[src/rtl/pwm_update_scheduler.sv]
`default_nettype none
// ============================================================================
// pwm_update_scheduler: per-channel PWM generator with period-boundary config
// update (shadow registers) and latched fault shutdown. Rev 1.0
// ============================================================================
module pwm_update_scheduler #(
  parameter int CNT_WIDTH = 16,
  parameter int DT_WIDTH  = 8
) (
  input  logic                 clk,
  input  logic                 reset_n,
  input  logic                 enable,
  input  logic                 cfg_valid,
  output logic                 cfg_ready,
  input  logic [CNT_WIDTH-1:0] cfg_period,
  input  logic [CNT_WIDTH-1:0] cfg_duty,
  input  logic [DT_WIDTH-1:0]  cfg_dt,
  output logic                 cfg_err,
  input  logic                 fault_in,
  input  logic                 fault_clear,
  output logic                 pwm_out,
  output logic [DT_WIDTH-1:0]  dt_value,
  output logic                 period_start,
  output logic                 fault_latched,
  output logic [1:0]           state
);

  typedef enum logic [1:0] {
    IDLE    = 2'd0,
    RUN     = 2'd1,
    PENDING = 2'd2,
    FAULT   = 2'd3
  } state_t;

  state_t               state_q, state_d;
  logic [CNT_WIDTH-1:0] cnt_q, cnt_d;
  logic [CNT_WIDTH-1:0] period_q, period_d;
  logic [CNT_WIDTH-1:0] duty_q, duty_d;
  logic [CNT_WIDTH-1:0] sh_period_q, sh_period_d;
  logic [CNT_WIDTH-1:0] sh_duty_q, sh_duty_d;
  logic [DT_WIDTH-1:0]  sh_dt_q, sh_dt_d;
  logic [DT_WIDTH-1:0]  dt_d;
  logic                 pwm_d, ps_d, err_d;

  logic accept, cfg_good, cfg_bad, at_wrap;

  assign cfg_ready     = ((state_q == IDLE) || (state_q == RUN)) && !fault_in;
  assign accept        = cfg_valid && cfg_ready;
  assign cfg_good      = accept && (cfg_period != '0);
  assign cfg_bad       = accept && (cfg_period == '0);
  assign at_wrap       = (cnt_q == (period_q - CNT_WIDTH'(1)));
  assign state         = state_q;
  assign fault_latched = (state_q == FAULT);

  always_comb begin
    state_d     = state_q;
    cnt_d       = cnt_q;
    period_d    = period_q;
    duty_d      = duty_q;
    dt_d        = dt_value;
    sh_period_d = sh_period_q;
    sh_duty_d   = sh_duty_q;
    sh_dt_d     = sh_dt_q;
    pwm_d       = 1'b0;
    ps_d        = 1'b0;
    err_d       = cfg_bad;

    if (fault_in) begin
      // Fault overrides everything; active values survive so the host can resume.
      state_d     = FAULT;
      cnt_d       = '0;
      sh_period_d = '0;
      sh_duty_d   = '0;
      sh_dt_d     = '0;
    end else begin
      case (state_q)
        IDLE: begin
          cnt_d = '0;
          if (cfg_good) begin
            period_d = cfg_period;
            duty_d   = cfg_duty;
            dt_d     = cfg_dt;
          end
          if (enable && (period_q != '0)) begin
            state_d = RUN;
          end
        end
        RUN, PENDING: begin
          pwm_d = (cnt_q < duty_q);
          ps_d  = (cnt_q == '0);
          cnt_d = at_wrap ? '0 : cnt_q + CNT_WIDTH'(1);
          if (state_q == PENDING) begin
            if (at_wrap) begin
              period_d = sh_period_q;
              duty_d   = sh_duty_q;
              dt_d     = sh_dt_q;
              state_d  = enable ? RUN : IDLE;
            end
          end else if (at_wrap && !enable) begin
            // Stopping this cycle: a config accepted now goes straight to active.
            state_d = IDLE;
            if (cfg_good) begin
              period_d = cfg_period;
              duty_d   = cfg_duty;
              dt_d     = cfg_dt;
            end
          end else if (cfg_good) begin
            sh_period_d = cfg_period;
            sh_duty_d   = cfg_duty;
            sh_dt_d     = cfg_dt;
            state_d     = PENDING;
          end
        end
        FAULT: begin
          cnt_d = '0;
          if (fault_clear) begin
            state_d = IDLE;
          end
        end
        default: begin
          state_d = IDLE;
        end
      endcase
    end
  end

  always_ff @(posedge clk) begin
    if (!reset_n) begin
      state_q      <= IDLE;
      cnt_q        <= '0;
      period_q     <= '0;
      duty_q       <= '0;
      sh_period_q  <= '0;
      sh_duty_q    <= '0;
      sh_dt_q      <= '0;
      dt_value     <= '0;
      pwm_out      <= 1'b0;
      period_start <= 1'b0;
      cfg_err      <= 1'b0;
    end else begin
      state_q      <= state_d;
      cnt_q        <= cnt_d;
      period_q     <= period_d;
      duty_q       <= duty_d;
      sh_period_q  <= sh_period_d;
      sh_duty_q    <= sh_duty_d;
      sh_dt_q      <= sh_dt_d;
      dt_value     <= dt_d;
      pwm_out      <= pwm_d;
      period_start <= ps_d;
      cfg_err      <= err_d;
    end
  end

endmodule
`default_nettype wire

[config.mk]
export PLATFORM = sky130hd
export DESIGN_NAME = pwm_update_scheduler
export DESIGN_NICKNAME = d
export VERILOG_FILES = /design/src/rtl/pwm_update_scheduler.sv
export SDC_FILE = /design/constraint.sdc
export NUM_CORES = 1
export LEC_CHECK = 0
export CAP_MARGIN = 20
export CORE_ASPECT_RATIO = 0.75
export CORE_MARGIN = 10
export CORE_UTILIZATION = 60
export DETAILED_ROUTE_END_ITERATION = 7
export PLACE_DENSITY = 0.95
export RECOVER_POWER = 25
export SLEW_MARGIN = 20
export SYNTH_ARGS = -nofsm -noshare
export SYNTH_HDL_FRONTEND = slang
export SYNTH_SLANG_ARGS = --single-unit
[constraint.sdc]
create_clock -name clk -period 6 [get_ports clk]
set_clock_uncertainty 0.1 [all_clocks]
set_input_delay 1.5 -clock clk [delete_from_list [all_inputs] [get_ports clk]]
set_output_delay 1.5 -clock clk [all_outputs]
set_load 0.02 [all_outputs]
======== Yosys cells after proc, flatten, opt, wreduce, memory -nomap -nowiden ========
Index checks and enable logic that the tools add are counted.
word-level totals
  word-level logic and storage cells ...... 77
  input port bits ......................... 46
  flip-flop bits (word level) ............. 101
operators by class
  reduce and logical (&&, ||, !) cells .... 22
  $lt $le $gt $ge ......................... 1
  bitwise gates (word level) .............. 5
  add/sub/neg operators ................... 2
  equal/unequal tests ..................... 10
  muxes and demuxes ....................... 26
operator list
  cell                   number
  $mux 16                9
  $pmux 16 s2            3
  $logic_not 16->1       2
  $mux 8                 4
  $reduce_bool 16->1     2
  $add 16x1->16 const B  1
  $eq 16x16->1           1
  $lt 16x16->1           1
  $pmux 8 s2             1
  $sub 16x1->16 const B  1
  $mux 2                 7
  $reduce_and 4->1       3
  $ne 3x3->1 const B     3
  $logic_and 1x1->1      6
  $pmux 2 s3             1
  $reduce_or 2->1        3
  $ne 5x5->1 const B     1
  $not 1->1              5
  $eq 2x2->1 const B     2
  $ne 4x4->1 const B     1
  $ne 3x2->1 const B     1
  $reduce_or 3->1        1
  $eq 2x1->1 const B     1
  $logic_not 1->1        2
  other kinds (4)        4

======== Logic depth before layout (Yosys ltp) ========
Gate-level depths: netlist of run 1.
  word-level depth ........................ 10
  mapped depth ............................ 11
  mapped depth without buffers ............ 10

======== Worst setup path after synthesis of run 1 ========
OpenSTA, ideal clock, no wires.
  kind .................................... input -> register
  from .................................... in fault_in
  to ...................................... reg dt_value[2]
  data arrival time ....................... 3.369 ns
  stages .................................. 8
  setup slack ............................. 2.470 ns
  buffers on the path ..................... 2
  cells stage by stage .................... nor2_1 and3_1 clkbuf_1 nand2_1 a211o_1 a211oi_4 buf_6 o221a_1
on the way
  cells in the longest elaborated chain, start to end .. 8
ends and longest elaborated chain
  element               line  text
  start, declared       19    input logic fault_in,
  $logic_not 1->1       47    assign cfg_ready = ((state_q == IDLE) || (state_q == RUN)) && !fault_in;
  $logic_and 1x1->1     47
  $logic_and 1x1->1     48    assign accept = cfg_valid && cfg_ready;
  $logic_and 1x1->1     49    assign cfg_good = accept && (cfg_period != '0);
  $mux 8 (3 in a row)   --
  $pmux 8 s2            --
  end signal, assigned  148   dt_value <= dt_d;
  end, declared         22    output logic [DT_WIDTH-1:0] dt_value,
Several ways; a longest one is shown, not always the timed one. The select of a mux whose other input is x is not followed.
A chain may end at the register's enable or synchronous reset.

======== Final worst setup path of run 1 ========
  from .................................... in reset_n
  to ...................................... reg pwm_out
on the way
  cells in the longest elaborated chain, start to end .. 2
ends and longest elaborated chain
  element                    line  text
  start, declared            11    input logic reset_n,
  $not 1->1 (no line)        --
  $reduce_or 3->1 (no line)  --
  end signal, assigned       149   pwm_out <= pwm_d;
  end, declared              21    output logic pwm_out,
Every way passes these cells.

==> results.toml, run 1 <==
[pwr]
power_density_nw_per_um2 = 267
total_leakage_power_uw = 0.00265
power_uw = 1690
peakVddDrop_mv = 0.223

[timing]
whs_ns = 0.401
min_period_ns = 5.31
hold_viol_final = 0
slew_headroom_pct = -34.8
finalSetupTns_ns = 0
worst_slew_pin_slew_ns = 2.02
timing.fmax_mhz = 188
rsz0062_at_grt = "false"
drv_slew = 45
setup_viol = 0
timing.final.crit_share_pct = 88.6

[worst_setup_path]
critPathCapture = "pwm_out"
crit_path_start = "reset_n"
reg2reg_to = "sh_duty_q[1]"
cp.required_ns = 6.15
critPathMaxFanout = 44
arrival_ns = 5.46
rr_worst_depth = 9
crit_type = "input port to register"
r2r_setup_slack_ns = 1.93
start_kind = "input port"
end_kind = "register"
crit-reg2reg-launch = "period_q[4]"

[global_route]
grt_pass1_wl_mm = 23.7
antenna_found_initial = 0
grt_pass1_vias = 4650
overflow = 0
grt_util_all_layers_pct = 22.1
grt_max_degree = 45

[cells_and_area]
num_antenna_cells = 0
final_cells = 774
area_delta_synth_final_pct = 17.3
final_design_area_no_fill_sq_um = 6310
layout_commonest_cell = "nor2_1"
final_layout_size_suffix_gt1_share_pct = 5.41
fillers = 540
fin_nets = 731
layout_common_cells = "153 x nor2_1, 101 x dfxtp_1, 50 x a21oi_1, 44 x clkdlybuf4s50_1"

[floorplan]
core_area_sq_um = 8600
die_w_um = 129
io_pins = 61
start_util_pct = 62.5
die-area_sq_um = 13200
rows = 29
die_h_um = 102

[worst_hold_path]
hold_path_class = "register to register"

[routing]
dr_wl_met3_mm = 1.43
ant_nets = 0
wl_met2_mm = 6.99
wl_per_cell_um = 19.3
met1Wirelength_mm = 6.17
drt_wl_total_mm = 14.9
first_iter_violations = 484
drt_first_pass_iters = 6
route.detailed.drc = 0
topRoutingLayerUsed = "met4"
vias = 4925
vias_per_cell = 6.36

[synth]
yosysWarnings = 0
synth_edf_count = 0
synthSimpleGateAreaFrac_pct = 19.4
synth_nets = 693
avgSynthCellArea_sq_um = 8.63
synthFlopType = "dfxtp_1"
yosysSeqAreaShare_pct = 37.6
synthXorXnorAreaFrac_pct = 5.21
synth.area.mux_share_pct = 7.65
syn_inst = 623
synthAdderAreaFrac_pct = 5.58
synth_compound_gate_area_share_pct = 18.7
synth-seq-cells = 101
syn_area_sq_um = 5380
async_reset_ff_share_pct = 0
synth_top_family_by_area = "simple AND/OR/NAND/NOR gates"
yosysUniqueCellTypes = 55

[placement]
hpwlAfterDp_mm = 10.2
dpl_cell_area_sq_um = 6000
numPortBuffers = 60
gp_congestion = 0.900
dp.cells = 757

[clocking]
postCtsSetupRepairBufs = 0
cts_buffer_depth = 2
clk_pin_slew_ns = 0.07
cts.sinks = 101
cts_inserted_buffers = 9
ctsHtreeMaxLevel = 3
cts_root_buf = "clkbuf_16"
post_cts_resized = 0
cts_tree = "yes"
clkLatencyLatePin_ns = 0.35
hold_buffers = 0

[run_status]
violations = "max-capacitance violations, max-slew violations"
status = "finished, violations left"

[flow_run]
max-cap-violations = 1
-- stage by stage --
step / util (%) / setup WS, ns
after floorplan: - / 2.47
after global placement: 69.7 / 1.21
after detailed placement: 69.7 / 0.979
after CTS: 73.2 / 1.35
after global routing: 73.4 / 0.590
final: 73.4 / 0.686
-- worst min-delay path by stage --
stage,slack (ns),start,end,cells after the start
after floorplan,0.36,sh_dt_q[0],sh_dt_q[0],2
after global placement,0.38,sh_duty_q[8],sh_duty_q[8],2
after detailed placement,0.39,sh_period_q[12],sh_period_q[12],2
after CTS,0.40,sh_period_q[12],sh_period_q[12],2
after global routing,0.42,sh_duty_q[10],sh_duty_q[10],2
final,0.40,sh_duty_q[10],sh_duty_q[10],2
-- synth_stat cells (2+ instances only) --
library cell	n	area [sq um]
nor2b_1	6	37.5
xor2_1	13	114
dfxtp_1	101	2020
nand4_1	9	56.3
and4_1	2	17.5
nand3_1	6	30.0
clkbuf_1	33	124
nor4_1	10	62.6
or4_1	3	22.5
o21ai_0	6	30.0
a21oi_1	50	250
a21o_1	8	60.1
xnor2_1	19	166
nor2_1	153	574
and3_1	4	25.0
or3_1	3	18.8
nand2_1	9	33.8
o221a_1	40	450
nor3b_1	2	15.0
mux2i_1	40	400
nor3_1	10	50.1
a211o_1	2	17.5
a31o_2	2	17.5
inv_1	30	113
nand2b_1	2	12.5
buf_4	4	30.0
buf_6	4	45.0
ha_1	24	300
and2_1	2	12.5
-- power by group --
part | internal, uW | total (uW) | switching, uW
Sequential | 692 | 713 | 21.7
Combinational | 158 | 381 | 223
Clock | 337 | 593 | 256
Total | 1190 | 1690 | 500
-- state kept, by name, summed over array words and instances (netlist names) --
register	cells
cnt_q	16
duty_q	16
pwm_out	1
sh_period_q	16
sh_dt_q	8
sh_duty_q	16
state	2
dt_value	8
cfg_err	1
period_q	16
period_start	1
-- routing by layer --
| layer | global-route usage [%] | vias up |
|---|---|---|
| met5 | 0 | - |
| met4 | 7.15 | 0 |
| met3 | 6.78 | 44 |
| met2 | 35.1 | 293 |
| met1 | 28.2 | 2319 |
| li1 | - | 2269 |
-- worst max-delay path, cell delays in order --
cell and delay (ns):
dlygate4sd3_1 0.53, clkbuf_1 1.45, nand2b_1 0.95, buf_4 0.49
nor3_1 0.16, o211ai_1 0.12, a21oi_1 0.24
-- cell families (layout without fill, tap and decap cells) --
group / after synthesis / in the layout
adder cells (fa/ha/maj): 24 / 24
AND/OR/NAND/NOR: 228 / 228
buffers and inverters: 72 / 115
AO/OA/AOI/OAI: 125 / 125
multiplexers: 41 / 41
flip-flops: 101 / 101
XOR/XNOR: 32 / 32
-- cell type report --
cell class	count	area [sq um]	area share, %
Multi-Input combinational cell	450	3060	48.5
Inverter	30	113	1.79
Tap cell	108	135	2.14
Timing Repair Buffer	69	681	10.8
Sequential cell	101	2020	32.1
Clock buffer	12	246	3.91
Clock inverter	4	55.1	0.873
Note: power is estimated with default switching activity, not from simulation.
==> run 2: changes to the inputs <==
Settings changed: CORE_ASPECT_RATIO 0.75 to not set, CTS_BUF_LIST set to sky130_fd_sc_hd__clkbuf_8.
Clock period 6 ns to 6.6 ns, I/O delays scaled along.
==> run 2 against run 1 <==
Against the previous run: the run still ends with max-capacitance violations, max-slew violations left; critical path depth decreased by 1; count of clock-buffer cells in the layout decreased by 3; sequential share of layout area increased by 0.79 points; combinational power decreased by 13%; worst hold slack improved by 0.012 ns; setup slack improved by 1.0 ns; clock power decreased by 39%; utilization decreased by 2.8 points; cell count decreased by 0.13%; first-iteration DRC count decreased by 12%; largest cell class unchanged.
==> results.toml, run 2 (synthesis gave the netlist of run 1 again) <==
[clocking]
postCtsSetupRepairBufs = 0
clkLatencyLatePin_ns = 0.37
post_cts_resized = 0
cts_tree = "yes"
hold_buffers = 0
cts_buffer_depth = 2
cts.sinks = 101
cts_root_buf = "clkbuf_8"
ctsHtreeMaxLevel = 3
cts_inserted_buffers = 9
clk_pin_slew_ns = 0.10

[worst_setup_path]
critPathCapture = "cnt_q[0]"
cp_slowest_cell = "clkbuf_1"
rr_worst_depth = 9
end_kind = "register"
cp.depth = 6
arrival_ns = 5.05
start_kind = "input port"
crit_type = "input port to register"
crit-reg2reg-launch = "period_q[0]"
crit_path_start = "reset_n"
path_cells = "dlygate4sd3_1, clkbuf_1, nand2b_1, nor3_1, o21ai_0, nor2_1"
r2r_setup_slack_ns = 2.42
cp.required_ns = 6.78
cpPeakStageDelay_ns = 1.38
critPathMaxFanout = 44
crit_buf_inv = 2
crit_family = "buffers and inverters"
reg2reg_to = "sh_dt_q[0]"

[timing]
drv_slew = 62
setup_ws_ns = 1.72
hold_viol_final = 0
timing.fmax_mhz = 205
rsz0062_at_grt = "false"
slew_headroom_pct = -29.2
setup_viol = 0
finalSetupTns_ns = 0
timing.final.crit_share_pct = 73.9
min_period_ns = 4.88
worst_slew_pin_slew_ns = 1.94

[worst_hold_path]
hold_depth = 2
hold_path_class = "register to register"

[cells_and_area]
fillers = 607
multi_input_comb_area_sq_um = 3050
post-route-util_pct = 70.6
fin_nets = 730
num_antenna_cells = 0
layout_commonest_cell = "nor2_1"
regArea_sq_um = 2020
final_layout_size_suffix_gt1_share_pct = 5.26
area_delta_synth_final_pct = 14.5
layout_common_cells = "153 x nor2_1, 101 x dfxtp_1, 50 x a21oi_1, 45 x clkdlybuf4s50_1"

[floorplan]
die_h_um = 115
rows = 34
io_pins = 61
start_util_pct = 61.7
die_w_um = 115
die-area_sq_um = 13100
core_area_sq_um = 8720

[routing]
vias = 4730
ant_nets = 0
drt_wl_total_mm = 13.6
route.detailed.drc = 0
drt_first_pass_iters = 5
wl_per_cell_um = 17.5
vias_per_cell = 6.12
first_iter_violations = 427

[placement]
hpwlAfterDp_mm = 9.65
place_ws_ns = 1.75
gp_congestion = 0.869
numPortBuffers = 60

[global_route]
overflow = 0
grt_pass1_wl_mm = 23.2
grt_pass1_vias = 4755
grt_max_degree = 45
antenna_found_initial = 0
grt_util_all_layers_pct = 21.0

[flow_run]
max-cap-violations = 2

[run_status]
status = "finished, violations left"
violations = "max-capacitance violations, max-slew violations"

[pwr]
power_density_nw_per_um2 = 218
peakVddDrop_mv = 0.147
total_leakage_power_uw = 0.00258
[run 2: worst min path at each step]
| stage | startpoint | to |
|---|---|---|
| 6_report | sh_duty_q[4] | sh_duty_q[4] |
| 4_1_cts | sh_period_q[11] | sh_period_q[11] |
| 3_3_place_gp | sh_duty_q[7] | sh_duty_q[7] |
| 3_5_place_dp | sh_period_q[11] | sh_period_q[11] |
| 2_1_floorplan | sh_dt_q[0] | sh_dt_q[0] |
| 5_1_grt | sh_period_q[11] | sh_period_q[11] |
[run 2: stage by stage]
stage	instances	instance area, sq um	power (uW)	hold slack, ns
after floorplan	623	5380	889	0.364
after CTS	773	6160	1350	0.413
final	773	6160	1340	0.413
after detailed placement	757	5980	990	0.388
after global placement	757	5980	976	0.376
after global routing	773	6160	1410	0.440
[run 2: metal layers]
| layer | track usage, % | up-vias | part of all wire [%] |
|---|---|---|---|
| met5 | 0 | - | 0 |
| met4 | 7.44 | 0 | 1.7 |
| li1 | - | 2277 | - |
| met1 | 25.7 | 2247 | 42 |
| met2 | 35.4 | 181 | 50 |
| met3 | 4.30 | 25 | 6.5 |
[run 2: layout make-up]
cell class | count | share of cell area [%]
Multi-Input combinational cell | 450 | 49.6
Tap cell | 108 | 2.20
Inverter | 30 | 1.83
Timing Repair Buffer | 68 | 10.7
Clock buffer | 9 | 2.01
Sequential cell | 101 | 32.8
Clock inverter | 7 | 0.854
[run 2: worst reg2reg max path, delay by kind of cell, from the launching register on]
| kind | cells | cell delay (ns) |
|---|---|---|
| AND/OR/NAND/NOR | 3 | 0.91 |
| AO/OA/AOI/OAI | 4 | 1.82 |
| flip-flops | 1 | 0.37 |
| buffers and inverters | 1 | 0.56 |
| multiplexers | 1 | 0.29 |
[run 2: power by group]
group / internal, uW / leakage (uW) / switching (uW)
Sequential: 629 / 0.000816 / 19.0
Clock: 138 / 0.0000832 / 224
Combinational: 142 / 0.00168 / 191
==> run 3: changes to the inputs <==
Settings changed: CORE_UTILIZATION 60 to 58, PLACE_DENSITY 0.95 to 0.93.
Clock period 6.6 ns to 5.1 ns, I/O delays scaled along.
==> run 3 against run 2 <==
Against the previous run: the flow still finishes with violations (max-capacitance violations, max-slew violations); final area up 1.2%; count of clock-buffer cells in the layout unchanged; power rose by 36%; flip-flop and latch count unchanged; non-clock buffer count increased by 1; cell count grew 0.52%; largest power group unchanged; sequential power rose by 29%; highest routed layer unchanged; setup slack got worse by 0.77 ns; clock power grew 52%; register-to-register slack worse by 1.2 ns.
==> results.toml, run 3 (synthesis gave the netlist of run 1 again) <==
[floorplan]
die_h_um = 116
die-area_sq_um = 13500
core_area_sq_um = 9150
die_w_um = 116
start_util_pct = 58.8
io_pins = 61
rows = 35

[clocking]
post_cts_resized = 0
postCtsSetupRepairBufs = 0
clkLatencyLatePin_ns = 0.39
cts.sinks = 101
cts_tree = "yes"
cts_buffer_depth = 2
cts_root_buf = "clkbuf_8"
clk_pin_slew_ns = 0.11
ctsHtreeMaxLevel = 3
cts_inserted_buffers = 9
hold_buffers = 0

[timing]
drv_slew = 45
setup_viol = 0
timing.final.crit_share_pct = 81.3
slew_headroom_pct = -30.9
hold_viol_final = 0
worst_slew_pin_slew_ns = 1.96
min_period_ns = 4.14
timing.fmax_mhz = 241
finalSetupTns_ns = 0
rsz0062_at_grt = "false"

[cells_and_area]
multi_input_comb_area_sq_um = 3050
layout_commonest_cell = "nor2_1"
post-route-util_pct = 68.0
fin_nets = 731
final_layout_size_suffix_gt1_share_pct = 5.56
layout_common_cells = "153 x nor2_1, 101 x dfxtp_1, 50 x a21oi_1, 44 x clkdlybuf4s50_1"
area_delta_synth_final_pct = 15.8
fillers = 641
regArea_sq_um = 2020
num_antenna_cells = 0

[pwr]
power_density_nw_per_um2 = 294
peakVddDrop_mv = 0.176
total_leakage_power_uw = 0.00262

[worst_hold_path]
hold_path_class = "register to register"

[worst_setup_path]
end_kind = "register"
cp_slowest_cell = "clkbuf_1"
path_cells = "dlygate4sd3_1, clkbuf_1, nand2b_1, nor3_1, o21ai_1, nor2_1"
crit_buf_inv = 2
arrival_ns = 4.36
crit_type = "input port to register"
cpPeakStageDelay_ns = 1.40
start_kind = "input port"
crit_family = "buffers and inverters"
critPathMaxFanout = 44
cp.required_ns = 5.31

[global_route]
grt_max_degree = 45
grt_pass1_vias = 4894
grt_util_all_layers_pct = 20.6
overflow = 0
antenna_found_initial = 0
grt_pass1_wl_mm = 23.0

[routing]
vias_per_cell = 6.24
wl_per_cell_um = 17.6
drt_wl_total_mm = 13.7
route.detailed.drc = 0
vias = 4849
ant_nets = 0
drt_first_pass_iters = 7
first_iter_violations = 473

[run_status]
status = "finished, violations left"
violations = "max-capacitance violations, max-slew violations"

[placement]
hpwlAfterDp_mm = 9.47
gp_congestion = 0.912
numPortBuffers = 60

[flow_run]
max-cap-violations = 1
[run 3: where the power goes]
| group | internal, uW | leakage (uW) | switching, uW |
|---|---|---|---|
| combinational | 186 | 0.00170 | 256 |
| clock | 241 | 0.000109 | 311 |
| sequential | 814 | 0.000816 | 23.5 |
[run 3: layout make-up]
cell class | instances | share of cell area (%)
repair buffers | 69 | 11.0
well taps | 111 | 2.23
flip-flops and latches | 101 | 32.5
clock inverters | 7 | 1.49
multi-input cells | 450 | 49.0
clock buffers | 9 | 1.99
inverters | 30 | 1.81
[run 3: metal layers]
layer | global-route usage [%] | routed length [um] | vias to the layer above
li1 | - | - | 2277
met1 | 24.2 | 5560 | 2269
met2 | 35.6 | 6780 | 265
met3 | 4.57 | 1010 | 38
met4 | 8.42 | 348 | 0
met5 | 0 | 0 | -
[run 3: per-stage QoR]
step | worst slack (ns) | hold WS, ns | instance area [sq um] | cells | power, uW
final | 0.955 | 0.411 | 6230 | 777 | 1830
after floorplan | 1.79 | 0.364 | 5380 | 623 | 1150
after global placement | 0.846 | 0.376 | 6000 | 760 | 1260
after global routing | 0.622 | 0.439 | 6230 | 777 | 1910
after detailed placement | 0.784 | 0.386 | 6000 | 760 | 1280
after CTS | 0.947 | 0.411 | 6220 | 776 | 1830
[run 3: final timing paths]
kind	start	slack, ns	to	cells past startpoint
max	reset_n	0.96	cnt_q[4]	6
min	sh_duty_q[13]	0.41	sh_duty_q[13]	2
max reg2reg	period_q[4]	1.18	sh_dt_q[4]	10
min reg2reg	sh_duty_q[13]	0.41	sh_duty_q[13]	2
[run 3: worst min-delay path: stages, from the launching register on]
cell     delay, ns
dfxtp_1       0.34
mux2i_1       0.07
nor2_1        0.07
